### config.mk
export PLATFORM = sky130hd
export DESIGN_NAME = pipe_hazard_ctrl
export DESIGN_NICKNAME = d
export VERILOG_FILES = /design/src/rtl/pipe_hazard_ctrl.sv
export SDC_FILE = /design/constraint.sdc
export NUM_CORES = 1
export LEC_CHECK = 0
export ABC_AREA = 0
export ABC_CLOCK_PERIOD_IN_PS = 2400
export BUFFER_PORTS_ARGS = -buffer_cell sky130_fd_sc_hd__buf_4
export CAP_MARGIN = 20
export CELL_PAD_IN_SITES_DETAIL_PLACEMENT = 0
export CELL_PAD_IN_SITES_GLOBAL_PLACEMENT = 1
export CORE_AREA = 2 2 60 62
export CTS_CLUSTER_DIAMETER = 60
export DETAILED_ROUTE_END_ITERATION = 16
export DIE_AREA = 0 0 62 64
export PLACE_DENSITY = 0.77
export SETUP_SLACK_MARGIN = 0.4
export SLEW_MARGIN = 20
export SYNTH_ARGS = -nofsm -noshare
export SYNTH_HDL_FRONTEND = slang
export SYNTH_SLANG_ARGS = --single-unit
### constraint.sdc
create_clock -name clk -period 2.4 [get_ports clk]
set_input_delay 0.24 -clock clk [delete_from_list [all_inputs] [get_ports clk]]
set_output_delay 0.24 -clock clk [all_outputs]
set_load 0.01 [all_outputs]
### src/rtl/pipe_hazard_ctrl.sv
`default_nettype none
// +----------------------------------------------------------------------------+
// | Module  : pipe_hazard_ctrl                                                 |
// | Purpose : Stage enable/flush sequencer for a 5-stage RV32 pipeline:        |
// |           load-use bubbles, taken-branch flushes, data-memory wait stalls. |
// | Option  : PIPE_HAZARD_CTRL_PERF_EN enables stall/flush counters.           |
// | Rev     : 1.0  initial release                                             |
// +----------------------------------------------------------------------------+
module pipe_hazard_ctrl #(
    parameter int MEM_TIMEOUT = 16,
    parameter int CNT_W       = 16
) (
    input  logic             clk,
    input  logic             rst,
    input  logic [4:0]       id_rs1,
    input  logic [4:0]       id_rs2,
    input  logic             id_use_rs1,
    input  logic             id_use_rs2,
    input  logic [4:0]       ex_rd,
    input  logic             ex_is_load,
    input  logic             ex_br_taken,
    input  logic             mem_acc,
    input  logic             dmem_ack,
    output logic             dmem_req,
    output logic             pc_en,
    output logic             ifid_en,
    output logic             idex_en,
    output logic             exmem_en,
    output logic             memwb_en,
    output logic             ifid_flush,
    output logic             idex_flush,
    output logic             memwb_flush,
    output logic             err,
    output logic [CNT_W-1:0] stall_cnt,
    output logic [CNT_W-1:0] flush_cnt
);

    localparam int         TCNT_W   = $clog2(MEM_TIMEOUT) + 1;
    localparam logic [1:0] c_ST_RUN  = 2'd0;
    localparam logic [1:0] c_ST_WAIT = 2'd1;
    localparam logic [1:0] c_ST_ERR  = 2'd2;

    logic [1:0]        r_state;
    logic [1:0]        w_state_nxt;
    logic [TCNT_W-1:0] r_tcnt;
    logic [TCNT_W-1:0] w_tcnt_nxt;
    logic              w_load_use;
    logic              w_mem_stall;

    // x0 is hard-wired zero, so a load targeting it never creates a dependency
    assign w_load_use = ex_is_load && (ex_rd != 5'd0) &&
                        ((id_use_rs1 && (id_rs1 == ex_rd)) ||
                         (id_use_rs2 && (id_rs2 == ex_rd)));
    assign w_mem_stall = mem_acc && !dmem_ack;

    always_ff @(posedge clk) begin
        if (rst) begin
            r_state <= c_ST_RUN;
            r_tcnt  <= '0;
        end else begin
            r_state <= w_state_nxt;
            r_tcnt  <= w_tcnt_nxt;
        end
    end

    always_comb begin
        dmem_req    = 1'b0;
        pc_en       = 1'b0;
        ifid_en     = 1'b0;
        idex_en     = 1'b0;
        exmem_en    = 1'b0;
        memwb_en    = 1'b0;
        ifid_flush  = 1'b0;
        idex_flush  = 1'b0;
        memwb_flush = 1'b0;
        err         = 1'b0;
        w_state_nxt = r_state;
        w_tcnt_nxt  = r_tcnt;

        if (rst) begin
            ifid_flush  = 1'b1;
            idex_flush  = 1'b1;
            memwb_flush = 1'b1;
        end else begin
            case (r_state)
                c_ST_RUN, c_ST_WAIT: begin
                    dmem_req = mem_acc;
                    if (w_mem_stall) begin
                        // Everything upstream of MEM holds; WB receives bubbles
                        memwb_en    = 1'b1;
                        memwb_flush = 1'b1;
                        w_state_nxt = c_ST_WAIT;
                        if (r_state == c_ST_RUN) begin
                            w_tcnt_nxt = TCNT_W'(1);
                        end else if (r_tcnt == TCNT_W'(MEM_TIMEOUT - 1)) begin
                            w_state_nxt = c_ST_ERR;
                        end else begin
                            w_tcnt_nxt = r_tcnt + TCNT_W'(1);
                        end
                    end else begin
                        w_state_nxt = c_ST_RUN;
                        w_tcnt_nxt  = '0;
                        exmem_en    = 1'b1;
                        memwb_en    = 1'b1;
                        idex_en     = 1'b1;
                        if (ex_br_taken) begin
                            pc_en      = 1'b1;
                            ifid_en    = 1'b1;
                            ifid_flush = 1'b1;
                            idex_flush = 1'b1;
                        end else if (w_load_use) begin
                            idex_flush = 1'b1;
                        end else begin
                            pc_en   = 1'b1;
                            ifid_en = 1'b1;
                        end
                    end
                end
                default: begin
                    err         = 1'b1;
                    w_state_nxt = c_ST_ERR;
                end
            endcase
        end
    end

`ifdef PIPE_HAZARD_CTRL_PERF_EN
    logic [CNT_W-1:0] r_stall_cnt;
    logic [CNT_W-1:0] r_flush_cnt;
    logic             w_in_err;

    assign w_in_err = (r_state != c_ST_RUN) && (r_state != c_ST_WAIT);

    always_ff @(posedge clk) begin
        if (rst) begin
            r_stall_cnt <= '0;
            r_flush_cnt <= '0;
        end else begin
            if (!pc_en && !w_in_err && (r_stall_cnt != '1)) begin
                r_stall_cnt <= r_stall_cnt + CNT_W'(1);
            end
            if ((ifid_flush || idex_flush) && (r_flush_cnt != '1)) begin
                r_flush_cnt <= r_flush_cnt + CNT_W'(1);
            end
        end
    end

    assign stall_cnt = r_stall_cnt;
    assign flush_cnt = r_flush_cnt;
`else
    assign stall_cnt = '0;
    assign flush_cnt = '0;
`endif

endmodule
`default_nettype wire

==> results.md <==
* RSZ-0062 raised after global routing: no
* Vias in the first global route at approximately 630
* Width of the die at approximately 62 um
* CTS tree: yes
* Final Cell Area at a little under 1000 um2
* Fillers at between 300 and 400
* Max rail drop VDD at a little under 0.1 mV
* Resized cells post-CTS at 0
* Clock-pin slew on the worst setup and hold paths at around 0.06 ns
* Die H at around 64 um
* Post-CTS Setup Bufs at 0
* Post-synthesis sequential area ratio at 0.1769
* DR DRC count at 0
* GP Congestion at 0.8229
* First drt pass iteration count at 3
* Core region area at ~3300 um2
* Worst path bufs/invs at 0
* Share of cells above drive strength 1 at 0.2761
* Final Hold Vio Count at 0
* Root buffer cell: clkbuf_4
* Placement Cell Area at 943.4 um2
* Worst EP arrival at 2.13 ns
* Clk sink count at 7
* DR vias at about 700
* # setup viols final at 0
* Worst hold path class: primary input to flip-flop
* PortBufs at 32
* CP Launch Type: flip-flop
* First-pass GRT wire length at 2691 um
* Yosys warns at 0
* Commonest cells after routing, fill and taps aside: conb_1, buf_4, xor2_1, a21oi_1, dfxtp_1
* Fmax at ~520 MHz
* Max Cap Violations at 0
* Async set or reset register ratio after synthesis at 0
* Mapped Area at between 700 and 800 um2
* Critical path cell sequence: ha_1 > and3_1 > ha_1 > nor2b_1 > nand3_1 > or4_1 > a21oi_1
* CP max FO at 6
* Worst skew pair latency at 0.27 ns
* Per-instance average area after synthesis at 7.689 um2
* Initial antenna violation count at 0
* Fin Clk Skew at 0.0006169 ns
* Core Rows at 21
* Post-DP HPWL at 1472 um
* Number of vias per cell at between 3 and 4
* Clock Tree Buf Depth at 2
* Fin Setup TNS at 0 ns
* Setup CP Type: flip-flop to flip-flop
* CP max stage cell: or4_1
* Post-DR wirelength/cell at 9.478 um
* Area leader, netlist: buf_4
* WL final at ~1700 um
* Family with the most delay on the worst path: simple AND/OR/NAND/NOR gates
* Synth top area cells: buf_4, dfxtp_1, xor2_1
* Synth cell types at 29
* Initial Utilization at 0.2411
* CTS buffer count at 3
* Final Net Count at 160
* GR Overflow Total at 0
* Overall routing resource usage at 0.09571
* EDFF count, synth at 0
* Tcrit/Tclk final at 0.8025
* Synth-to-Final Area Change at 22.43%
* Diode count at 0
* Die area at about 4000 um2
* Largest net degree at the start of global routing at 13
* Top_reg_cell synth: dfxtp_1
* Drt initial violations at 13
* Largest stage delay on the critical path at about 0.39 ns
* Io pins at 65
* H-tree Lvls at 1
* Critical Path RT at around 2.6 ns
* CTS Hold Bufs at 0
* Tmin final at around 1.9 ns
* Final-report max-slew violation count at 0
* Synth Instances at a little over 100
* Register bit total from synthesis at 7
* Status: complete, no violations
* Top-area cell type share of the netlist area at 0.3223
* Pwr per Cell Area at between 300 and 400 nW/um2
* Leak at 0.4622 nW
* ANT nets after route at 0
* CP dominant cell by count: ha_1
* Crit path capture type: flip-flop
-- final timing paths --
path / endpoint / start / cells after the start / slack, ns
max reg2reg: r_tcnt[3]$_SDFFE_PP0P_ / r_tcnt[1]$_SDFFE_PP0P_ / 7 / 0.47
min: r_tcnt[2]$_SDFFE_PP0P_ / rst / 2 / 0.22
max: r_tcnt[3]$_SDFFE_PP0P_ / r_tcnt[1]$_SDFFE_PP0P_ / 7 / 0.47
min reg2reg: r_tcnt[3]$_SDFFE_PP0P_ / r_tcnt[3]$_SDFFE_PP0P_ / 2 / 0.49
-- state kept, by name, indices dropped and copies added (netlist names) --
register / count
r_state: 2
r_tcnt: 5
-- cells by family (layout without fill, tap and decap cells) --
family,Yosys count,after routing,synth area share
compound gates,18,18,0.1454
xor+xnor,10,10,0.1106
fa+ha+maj,2,2,0.03159
buf+inv,40,40,0.3507
flops,7,7,0.1769
other cells,1,32,0.004735
simple gates,25,25,0.1801
-- cell usage after synthesis, types with 2 or more instances --
cell / number
nand2_1: 2
nor3_1: 3
xnor2_1: 2
nor4_1: 2
nor2_1: 6
nand3b_1: 2
nor2b_1: 3
clkbuf_1: 2
buf_4: 34
inv_1: 4
ha_1: 2
xor2_1: 8
a21oi_1: 8
o21ai_0: 3
dfxtp_1: 7
or4_1: 2
-- worst reg2reg max path, cell delays in order, from the launching register on --
cell and delay (ns):
dfxtp_1 0.34, ha_1 0.22, and3_1 0.19, ha_1 0.24
nor2b_1 0.24, nand3_1 0.10, or4_1 0.39, a21oi_1 0.14
-- layer usage --
layer,wire (um),vias to the layer above,track usage
li1,-,343,-
met1,566,306,0.08935
met2,885,45,0.1602
met3,199,5,0.03644
met4,55,0,0.07181
met5,0,-,0
-- area by class of cell --
| class | count | area (um2) | share of cell area |
|---|---|---|---|
| inverter | 4 | 15.01 | 0.01548 |
| clock buffer | 4 | 26.28 | 0.02710 |
| tap | 46 | 57.56 | 0.05935 |
| sequential | 7 | 140.1 | 0.1445 |
| multi-input combinational | 87 | 490.5 | 0.5058 |
| timing repair buffer | 32 | 240.2 | 0.2477 |
-- metrics by stage --
step / power (mW) / cells / hold slack [ns] / utilization / worst slack [ns]
final: 0.3468 / 180 / 0.2152 / 0.2952 / 0.4740
after floorplan: 0.2206 / 134 / 0.4469 / - / 0.6523
after global routing: 0.3712 / 180 / 0.2270 / 0.2952 / 0.4145
after CTS: 0.3525 / 180 / 0.2124 / 0.2952 / 0.4980
after global placement: 0.2304 / 176 / 0.4719 / 0.2872 / 0.5968
after detailed placement: 0.2331 / 176 / 0.4737 / 0.2872 / 0.5199
-- where the power goes --
group	switching (mW)	internal, mW	total [mW]
clock	0.0531	0.0641	0.117
combinational	0.0602	0.0504	0.111
sequential	0.00132	0.118	0.119
total	0.115	0.232	0.347
Note: power is estimated with default switching activity, not from simulation.
